## src/rtl/shift_sched_pkg.sv

```systemverilog
// Shared types, constants and the round-robin pick used by the serial shift scheduler.
package shift_sched_pkg;

   // Default word width (bits per frame) and number of requesters.
   localparam int unsigned DEF_W = 8;
   localparam int unsigned DEF_N = 2;

   // Shift direction encoding carried per requester.
   localparam logic DIR_MSB = 1'b0;   // shift left, MSB leaves first
   localparam logic DIR_LSB = 1'b1;   // shift right, LSB leaves first

   // Widest request vector the round-robin pick accepts.
   localparam int unsigned RR_MAX   = 32;
   localparam int unsigned RR_IDX_W = $clog2(RR_MAX);

   typedef enum logic [1:0] {
      IDLE,
      SHIFT,
      DONE
   } state_t;

   // Round-robin pick: first set request bit searching upward (mod i_n)
   // starting one above i_last. Returns i_last when nothing is requested.
   function automatic int unsigned rr_pick(
      input logic [RR_MAX-1:0] i_req,
      input int unsigned       i_n,
      input int unsigned       i_last
   );
      int unsigned idx;
      logic        found;
      rr_pick = i_last;
      found   = 1'b0;
      for (int unsigned k = 1; k <= RR_MAX; k++) begin
         idx = (i_last + k) % i_n;
         if (!found && (k <= i_n) && i_req[idx[RR_IDX_W-1:0]]) begin
            rr_pick = idx;
            found   = 1'b1;
         end
      end
   endfunction

endpackage

```

## src/rtl/shift_sched_core.sv

```systemverilog
// Parallel-load serial shifter: loads a word, then shifts one bit per enabled
// cycle toward the selected output end, back-filling with zeros.
module shift_core
   import shift_sched_pkg::*;
#(
   parameter int unsigned W = DEF_W
)(
   input  logic         clk,
   input  logic         rstn,
   input  logic         i_load,
   input  logic         i_en,
   input  logic         i_dir,
   input  logic [W-1:0] i_d,
   output logic         o_sout
);

   logic [W-1:0] r_shreg;

   // Shift register: load has priority over shifting; direction picks the fill end.
   // NOTE: sequential state uses <= so every flop samples pre-edge values; = here would chain updates within one edge.
   // NOTE: the shifter is a handful of flops, not a RAM, so it is reset like any other register and reads 0 out of reset.
   always_ff @(posedge clk or posedge rstn) begin
      if (rstn) begin
         r_shreg <= '0;
      end else if (i_load) begin
         r_shreg <= i_d;
      end else if (i_en) begin
         if (i_dir == DIR_LSB) begin
            r_shreg <= {1'b0, r_shreg[W-1:1]};
         end else begin
            r_shreg <= {r_shreg[W-2:0], 1'b0};
         end
      end
   end

   assign o_sout = (i_dir == DIR_LSB) ? r_shreg[0] : r_shreg[W-1];

endmodule

```

## src/rtl/shift_sched.sv

```systemverilog
// Round-robin scheduler sharing one serial shifter among N parallel requesters.
// Grants one word at a time, streams it out over W cycles, pulses done, re-arbitrates.
module shift_sched
   import shift_sched_pkg::*;
#(
   parameter  int unsigned W   = DEF_W,
   parameter  int unsigned N   = DEF_N,
   localparam int unsigned IDW = $clog2(N),
   localparam int unsigned CW  = $clog2(W)
)(
   input  logic           clk,
   input  logic           rstn,
   input  logic [N-1:0]   req,
   input  logic [N*W-1:0] req_data,
   input  logic [N-1:0]   req_dir,
   input  logic           abort,
   output logic [N-1:0]   gnt,
   output logic           busy,
   output logic           sout,
   output logic           sout_valid,
   output logic           sof,
   output logic           done,
   output logic [IDW-1:0] done_id
);

   state_t            r_state;
   state_t            w_state_nxt;
   logic [IDW-1:0]    r_last;
   logic [CW-1:0]     r_count;
   logic              r_dir;
   logic [N-1:0]      r_gnt;

   logic              w_load;
   logic              w_en;
   logic [RR_MAX-1:0] w_req_ext;
   int unsigned       w_pick;
   logic [IDW-1:0]    w_winner;
   logic [W-1:0]      w_word;
   logic              w_core_sout;

   // Widen the request vector to the pick function's fixed width.
   always_comb begin
      w_req_ext         = '0;
      w_req_ext[N-1:0]  = req;
   end

   assign w_pick   = rr_pick(w_req_ext, N, 32'(r_last));
   assign w_winner = IDW'(w_pick);
   assign w_word   = req_data[w_winner*W +: W];

   // State register.
   always_ff @(posedge clk or posedge rstn) begin
      if (rstn) begin
         r_state <= IDLE;
      end else begin
         r_state <= w_state_nxt;
      end
   end

   // Next-state and shifter control; arbitration only happens in IDLE.
   // NOTE: every output of this block is assigned a default first, so no path leaves one unassigned and no latch is inferred.
   always_comb begin
      w_state_nxt = r_state;
      w_load      = 1'b0;
      w_en        = 1'b0;
      unique case (r_state)
         IDLE: begin
            if (|req) begin
               w_load      = 1'b1;
               w_state_nxt = SHIFT;
            end
         end
         SHIFT: begin
            w_en = 1'b1;
            if (abort) begin
               w_state_nxt = IDLE;
            end else if (r_count == CW'(W-1)) begin
               w_state_nxt = DONE;
            end
         end
         DONE: begin
            w_state_nxt = IDLE;
         end
         default: begin
            w_state_nxt = IDLE;
         end
      endcase
   end

   // Grant bookkeeping: winner, latched direction, bit counter and one-cycle grant pulse.
   // An abort never touches r_last, so the aborted requester keeps its rotation slot.
   always_ff @(posedge clk or posedge rstn) begin
      if (rstn) begin
         r_last  <= IDW'(N-1);
         r_count <= '0;
         r_dir   <= DIR_MSB;
         r_gnt   <= '0;
      end else begin
         r_gnt <= w_load ? (N'(1) << w_winner) : '0;
         if (w_load) begin
            r_last  <= w_winner;
            r_count <= '0;
            r_dir   <= req_dir[w_winner];
         end else if (w_en) begin
            r_count <= r_count + 1'b1;
         end
      end
   end

   shift_core #(
      .W (W)
   ) u_core (
      .clk    (clk),
      .rstn   (rstn),
      .i_load (w_load),
      .i_en   (w_en),
      .i_dir  (r_dir),
      .i_d    (w_word),
      .o_sout (w_core_sout)
   );

   // Outputs decode registered state only.
   assign gnt        = r_gnt;
   assign busy       = (r_state != IDLE);
   assign sout_valid = (r_state == SHIFT);
   assign sof        = sout_valid && (r_count == '0);
   assign sout       = sout_valid & w_core_sout;
   assign done       = (r_state == DONE);
   assign done_id    = done ? r_last : '0;

endmodule

```

## config.mk

```make
export PLATFORM = sky130hd
export DESIGN_NAME = shift_sched
export DESIGN_NICKNAME = d
export VERILOG_FILES = /design/src/rtl/shift_sched_pkg.sv /design/src/rtl/shift_sched_core.sv /design/src/rtl/shift_sched.sv
export SDC_FILE = /design/constraint.sdc
export NUM_CORES = 1
export LEC_CHECK = 0
export ABC_AREA = 1
export BUFFER_PORTS_ARGS = -buffer_cell sky130_fd_sc_hd__buf_2
export CAP_MARGIN = 20
export CORE_MARGIN = 1.5
export CORE_UTILIZATION = 51
export CTS_BUF_LIST = sky130_fd_sc_hd__clkbuf_4 sky130_fd_sc_hd__clkbuf_8 sky130_fd_sc_hd__clkbuf_16
export CTS_CLUSTER_DIAMETER = 150
export DETAILED_ROUTE_END_ITERATION = 7
export HOLD_SLACK_MARGIN = 0.06
export PLACE_DENSITY = 0.79
export SETUP_SLACK_MARGIN = 0.2
export SLEW_MARGIN = 0
export SYNTH_ARGS = -nofsm -noshare
export SYNTH_HDL_FRONTEND = slang
export SYNTH_HIERARCHICAL = 1
export SYNTH_SLANG_ARGS = --single-unit
```

## constraint.sdc

```tcl
create_clock -name clk -period 2.05 [get_ports clk]
set_clock_uncertainty 0.15 [all_clocks]
set_input_delay 0.3075 -clock clk [delete_from_list [all_inputs] [get_ports clk]]
set_output_delay 0.3075 -clock clk [all_outputs]
set_load 0.01 [all_outputs]
```

==> results of run 1 <==
## registers in the layout, indices dropped and copies added (netlist names)
| register | count |
|---|---|
| gnt | 2 |
| r_count | 3 |
| r_dir | 1 |
| r_last | 1 |
| r_state | 2 |
| u_core/r_shreg | 8 |
## metrics by stage
| step | total power [mW] | setup slack [ns] |
|---|---|---|
| final | 1.80 | 0.309 |
| after global routing | 1.99 | 0.193 |
| after CTS | 1.70 | 0.210 |
| after detailed placement | 1.51 | 0.432 |
| after global placement | 1.48 | 0.462 |
| after floorplan | 1.32 | 0.625 |
## synthesized netlist by cell type, types with 2 or more instances
library cell,instances
dfrtp_1,16
ha_1,3
inv_1,14
inv_2,5
nand2_1,78
nand2_4,2
nand3_1,12
nor2_1,6
nor2_2,2
nor2_4,4
o21ai_2,3
## per-layer routing
| layer | global-route usage [%] | vias to the layer above |
|---|---|---|
| met1 | 26.5 | 478 |
| li1 | - | 545 |
| met5 | 0 | - |
| met4 | 9.52 | 0 |
| met2 | 34.9 | 45 |
| met3 | 3.07 | 4 |
## worst reg2reg max path, cell delays in order (launching register included)
cell,delay (ns)
dfrtp_1,0.43
nor2_2,0.18
o21ai_4,0.13
inv_2,0.24
inv_2,0.06
nor2_1,0.12
nor2_2,0.04
nand2_1,0.07
nand2_1,0.04
## how the worst max path moves through the flow
| stage | startpoint | to | slack [ns] | cells after the start |
|---|---|---|---|---|
| after floorplan | r_state[0]$_DFFE_PP0P_ | sof | 0.62 | 4 |
| after global placement | req[1] | u_core/r_shreg[1]$_DFFE_PP0P_ | 0.46 | 7 |
| after detailed placement | req[1] | u_core/r_shreg[1]$_DFFE_PP0P_ | 0.43 | 7 |
| after global routing | r_dir$_DFFE_PP0P_ | sout | 0.19 | 6 |
| final | r_state[0]$_DFFE_PP0P_ | sof | 0.31 | 5 |
| after CTS | r_state[0]$_DFFE_PP0P_ | sout | 0.21 | 5 |
## final cells by class
cell class                 count  area, um2
inverter                      20       80.1
sequential                    17        428
clock inverter                 1       5.00
clock buffer                   3       22.5
tap                           27       33.8
fill                         173        639
timing repair buffer          38        213
multi-input combinational    115        561
## logic make-up (layout without fill, tap and decap cells)
group                      after synthesis  after routing
and+or+nand+nor                        106            106
buffers and inverters                   22             62
DFF                                     17             17
AOI/OAI and AO/OA                        6              6
adders and majority gates                3              3
## what timing repair did
| action | CTS | global route |
|---|---|---|
| hold buffers | 1 | 0 |
| resized for setup | 0 | 1 |
| hold endpoints to repair | 16 | 0 |
| buffers inserted | 0 | 7 |
| setup endpoints to repair | 0 | 2 |
## where the power goes
group          leakage [nW]  internal [mW]  total [mW]  switching (mW)
Clock                0.0177         0.0725       0.187           0.114
Combinational         0.557          0.404        1.01           0.610
Sequential            0.212          0.486       0.598           0.113
Total                 0.787          0.962        1.80           0.837
==> run metrics, run 1 <==
Worst Reg-to-Reg Cells 8; commonest cells after routing, fill and taps aside 78 x nand2_1, 30 x buf_2, 15 x dfrtp_1, 14 x inv_1, 12 x nand3_1; clk slew on worst S/H paths 0.10 ns; CTS sink count 17; crit path cell chain inv_1 -> nor2_4 -> inv_1 -> nor2_1 -> buf_2; die area 2420 um2; dominant cell type by area after synthesis dfrtp_1; leakage 0.787 nW; most common cell after layout, fill and taps aside nand2_1; Die Y 49.1 um; antenna viol nets, final 0; WP buf/inv 3; number of port buffers 30; drt drc 0; FP Rows 16; top_reg_cell synth dfrtp_1; Die W 49.1 um; Post-synth EDFFs 0; Final Hold Viols 0; RSZ-0062 raised after global routing yes; CTS HTree Levels 1; mux contribution to synthesized area 0%; final WL 2340 um; sequential fraction of the synthesis area 39.3%; Crit path required time 1.59 ns; Synth area leaders dfrtp_1 37%, nand2_1 27%, nand3_1 5.5%; Post-Synthesis Cell Area 1090 um2; post-layout instance area 1340 um2; Detail Placement HPWL 1740 um; Adder-Cell Fraction of Synth Area 3.46%; met2 wire length 1160 um; Syn. warnings 6; first-pass GRT wire length 3890 um; 1st-iter DRT viols 27; Worst Hold End r_state[1]$_DFFE_PP0P_; Avg WL per Cell 10.6 um; Worst setup EP type output port; DR top layer met4; max incr delay on CP 0.41 ns; Synthesized Nets 180; Syn Area/Cell 7.05 um2; synth unique cells 20; flop2flop setup slack 0.51 ns; Synth Area in Compound Gates 5.18%; largest net degree at the start of global routing 12; vias per cell 4.85; critical path class flop to output port; Slew Limit Fails 0; Post-Place Cell Area 1250 um2; Final Critical Period 1.74 ns; reg-to-reg startpoint r_state[0]$_DFFE_PP0P_; setup tns final 0 ns; outcome finished, final reports clean; Max VDD drop 0.000821 V; share of post-route cells with drive strength above 1 32.5%; Worst Tran Pin Value 0.350 ns; CTS tree yes; Hold Crit Depth 4; I/O pin count 31; Max-Cap Viols 0; clock root buffer clkbuf_4; Synth Register Bits 17; slew margin rel. 76.6%; CTS Buf Count 3; Fin Hold WS 0.114 ns; Starting Density 54.8%; Core Area 1980 um2; Finished Layout Cells 221; Most common cell on crit path inv_1; number of global-route vias before repair 954; CTS Buffer Depth 2; min-delay src abort; Tot GR Track Use 20.9%; largest family of logic cells by synthesized area simple AND/OR/NAND/NOR gates; end-of-flow core utilization 67.7%; post-synth top area share 36.9%; CP Max Fanout 5; Post-Syn Instances 154; Hold Crit Class input port to flop; simple-gate share of the synthesized area 43.0%; Top Family by Delay on Critical Path flip-flops; gp weighted congestion 0.900; fmax 574 MHz; Antenna Cells 0; placed cells 209; metal3 WL 109 um; Synth async-reset ratio 100%; Power Density 1340 nW/um2; initial antenna violation count 0; crit path max-delay cell type dfrtp_1; area grow syn2layout 23.6%; Arr. time, crit path 1.28 ns; grt total ovfl 0; Critical Path Start Type flop; Metal-1 WL 1030 um; r2r endpoint u_core/r_shreg[1]$_DFFE_PP0P_; Synth Area in XOR/XNOR 0%; Clk Latency, worst-skew pair 0.29 ns; Vias 1,072; TritonRoute pass-1 iters 4; nets 221; final setup fails 0; Final Cycle Share 84.9%
No activity file was read; power rests on OpenSTA's default activity.
==> run 2: changes to the inputs <==
- CORE_UTILIZATION: 51 -> 46
- PLACE_DENSITY: 0.79 -> 0.75
- clock period: 2.05 -> 1.6 ns (I/O delays scaled with it)
==> run metrics, run 2 (synthesis gave the netlist of run 1 again) <==
min-delay src req_data[5] (was abort); Antenna Cells 0 (unchanged); Die Y 51.6 um (was 49.1 um); Avg WL per Cell 12.9 um (was 10.6 um); antenna viol nets, final 0 (unchanged); Crit path required time 1.21 ns (was 1.59 ns); flop2flop setup slack 0.03 ns (was 0.51 ns); Power Density 1810 nW/um2 (was 1340 nW/um2); Final Critical Period 1.62 ns; die area 2660 um2 (was 2420 um2); number of port buffers 30 (unchanged); Power Total 2.82 mW (was 1.80 mW); violated checks setup timing; Critical Path Start Type flop (unchanged); Tot GR Track Use 25.7% (was 20.9%); CTS Buf Count 3 (unchanged); max incr delay on CP 0.55 ns (was 0.41 ns); Finished Layout Cells 239 (was 221); CP Launch Point r_last$_DFFE_PP1P_ (was r_state[0]$_DFFE_PP0P_); critical path class flop to output port (unchanged); gp weighted congestion 0.857 (was 0.900); leakage 0.887 nW (was 0.787 nW); Arr. time, crit path 1.23 ns (was 1.28 ns); Worst Tran Pin Value 0.387 ns (was 0.350 ns); number of global-route vias before repair 1,192 (was 954); clock root buffer clkbuf_4 (unchanged); CTS sink count 17 (unchanged); RSZ-0062 raised after global routing yes (unchanged); Die W 51.6 um (was 49.1 um); Fillers 192 (was 173); Detail Placement HPWL 1960 um (was 1740 um); slew margin rel. 74.2% (was 76.6%); end-of-flow core utilization 70.4% (was 67.7%); Vias 1,217 (was 1,072); crit path to done_id (was sof); final setup fails 1 (was 0); reg-to-reg startpoint r_last$_DFFE_PP1P_ (was r_state[0]$_DFFE_PP0P_); r2r endpoint u_core/r_shreg[1]$_DFFE_PP0P_ (unchanged); commonest cells after routing, fill and taps aside 77 x nand2_1, 29 x buf_2, 15 x buf_4, 14 x dfrtp_1, 12 x nand3_1 (was 78 x nand2_1, 30 x buf_2, 15 x dfrtp_1, 14 x inv_1, 12 x nand3_1); Worst setup EP type output port (unchanged); register area 429 um2 (was 428 um2); Core Area 2210 um2 (was 1980 um2); crit path max-delay cell type dfstp_2 (was dfrtp_1); Max-Cap Viols 0 (unchanged); Final Cycle Share 101%; largest net degree at the start of global routing 10 (was 12); grt total ovfl 0 (unchanged); Max VDD drop 0.00121 V (was 0.000821 V); share of post-route cells with drive strength above 1 42.7% (was 32.5%); placed cells 214 (was 209); Fin Hold WS 0.0970 ns (was 0.114 ns); Worst Reg-to-Reg Cells 11 (was 8); setup tns final -0.0218 ns (was 0 ns); fmax 617 MHz; clk slew on worst S/H paths 0.10 ns (about the same); 1st-iter DRT viols 38 (was 27); most common cell after layout, fill and taps aside nand2_1 (unchanged); CP Max Fanout 3 (was 5); largest registers u_core/r_shreg (8), r_count (3) (unchanged); crit path cell chain inv_2 -> nor3_2 -> buf_2 (was inv_1 -> nor2_4 -> inv_1 -> nor2_1 -> buf_2); FP Rows 17 (was 16); final WL 3090 um (was 2340 um); CTS tree yes (unchanged); first-pass GRT wire length 5150 um (was 3890 um); max reg flops 8 (unchanged); Slew Limit Fails 0 (unchanged); Final WS setup -0.0218 ns (was 0.309 ns); Starting Density 49.1% (was 54.8%); Top reg by flops u_core/r_shreg (unchanged); CTS HTree Levels 1 (unchanged); I/O pin count 31 (unchanged); multi-input logic area 607 um2 (was 561 um2); Post-Place Cell Area 1280 um2 (was 1250 um2); Hold Crit Class input port to flop (unchanged); area grow syn2layout 43.4% (was 23.6%); Final Hold Viols 0 (unchanged); nets 238 (was 221); vias per cell 5.09 (was 4.85); CTS Buffer Depth 2 (unchanged); post-layout instance area 1560 um2 (was 1340 um2); TritonRoute pass-1 iters 4 (unchanged); drt drc 0 (unchanged); Clk Latency, worst-skew pair 0.29 ns (about the same); outcome finished with violations (was finished, final reports clean); Setup WS pre-CTS 0.0950 ns (was 0.432 ns); initial antenna violation count 0 (unchanged)
## run 2: how the worst min path moves through the flow
stage / endpoint / slack (ns) / cells past startpoint
after detailed placement: u_core/r_shreg[1]$_DFFE_PP0P_ / 0.07 / 2
after global routing: u_core/r_shreg[4]$_DFFE_PP0P_ / 0.12 / 5
final: u_core/r_shreg[5]$_DFFE_PP0P_ / 0.1 / 5
after CTS: u_core/r_shreg[5]$_DFFE_PP0P_ / 0.10 / 5
after global placement: u_core/r_shreg[0]$_DFFE_PP0P_ / 0.07 / 2
after floorplan: u_core/r_shreg[0]$_DFFE_PP0P_ / -0.09 / 1
## run 2: cell type report
cell class                 instances  share of cell area, %
timing repair inverter             1                  0.402
timing repair buffer              54                   23.6
sequential                        17                   27.6
tap                               28                   2.25
inverter                          20                   5.30
clock buffer                       4                   1.93
multi-input combinational        115                   39.0
## run 2: what timing repair did
action                     CTS  global route
setup endpoints to repair    9            17
setup buffers               15             3
hold endpoints to repair    17             0
gates cloned                 1             0
gates resized for setup     20             6
hold buffers                 2             0
pin swaps                   12            10
## run 2: critical path, delay by kind of cell (launching register included)
kind	cells	cell delay, ns
buffers and inverters	2	0.22
flip-flops	1	0.55
AND/OR/NAND/NOR	1	0.17
## run 2: power by group
part	leakage, nW	total, mW	switching [mW]	internal, mW
combinational	0.657	1.79	1.00	0.794
clock	0.0184	0.255	0.141	0.114
sequential	0.211	0.767	0.145	0.622
total	0.887	2.82	1.29	1.53
## run 2: metal layers
layer	vias to the layer above	wire length (um)	GRT usage, %
met5	-	0	0
met2	53	1620	45.5
li1	577	-	-
met3	14	164	2.59
met1	573	1260	32.0
met4	0	55	10.1
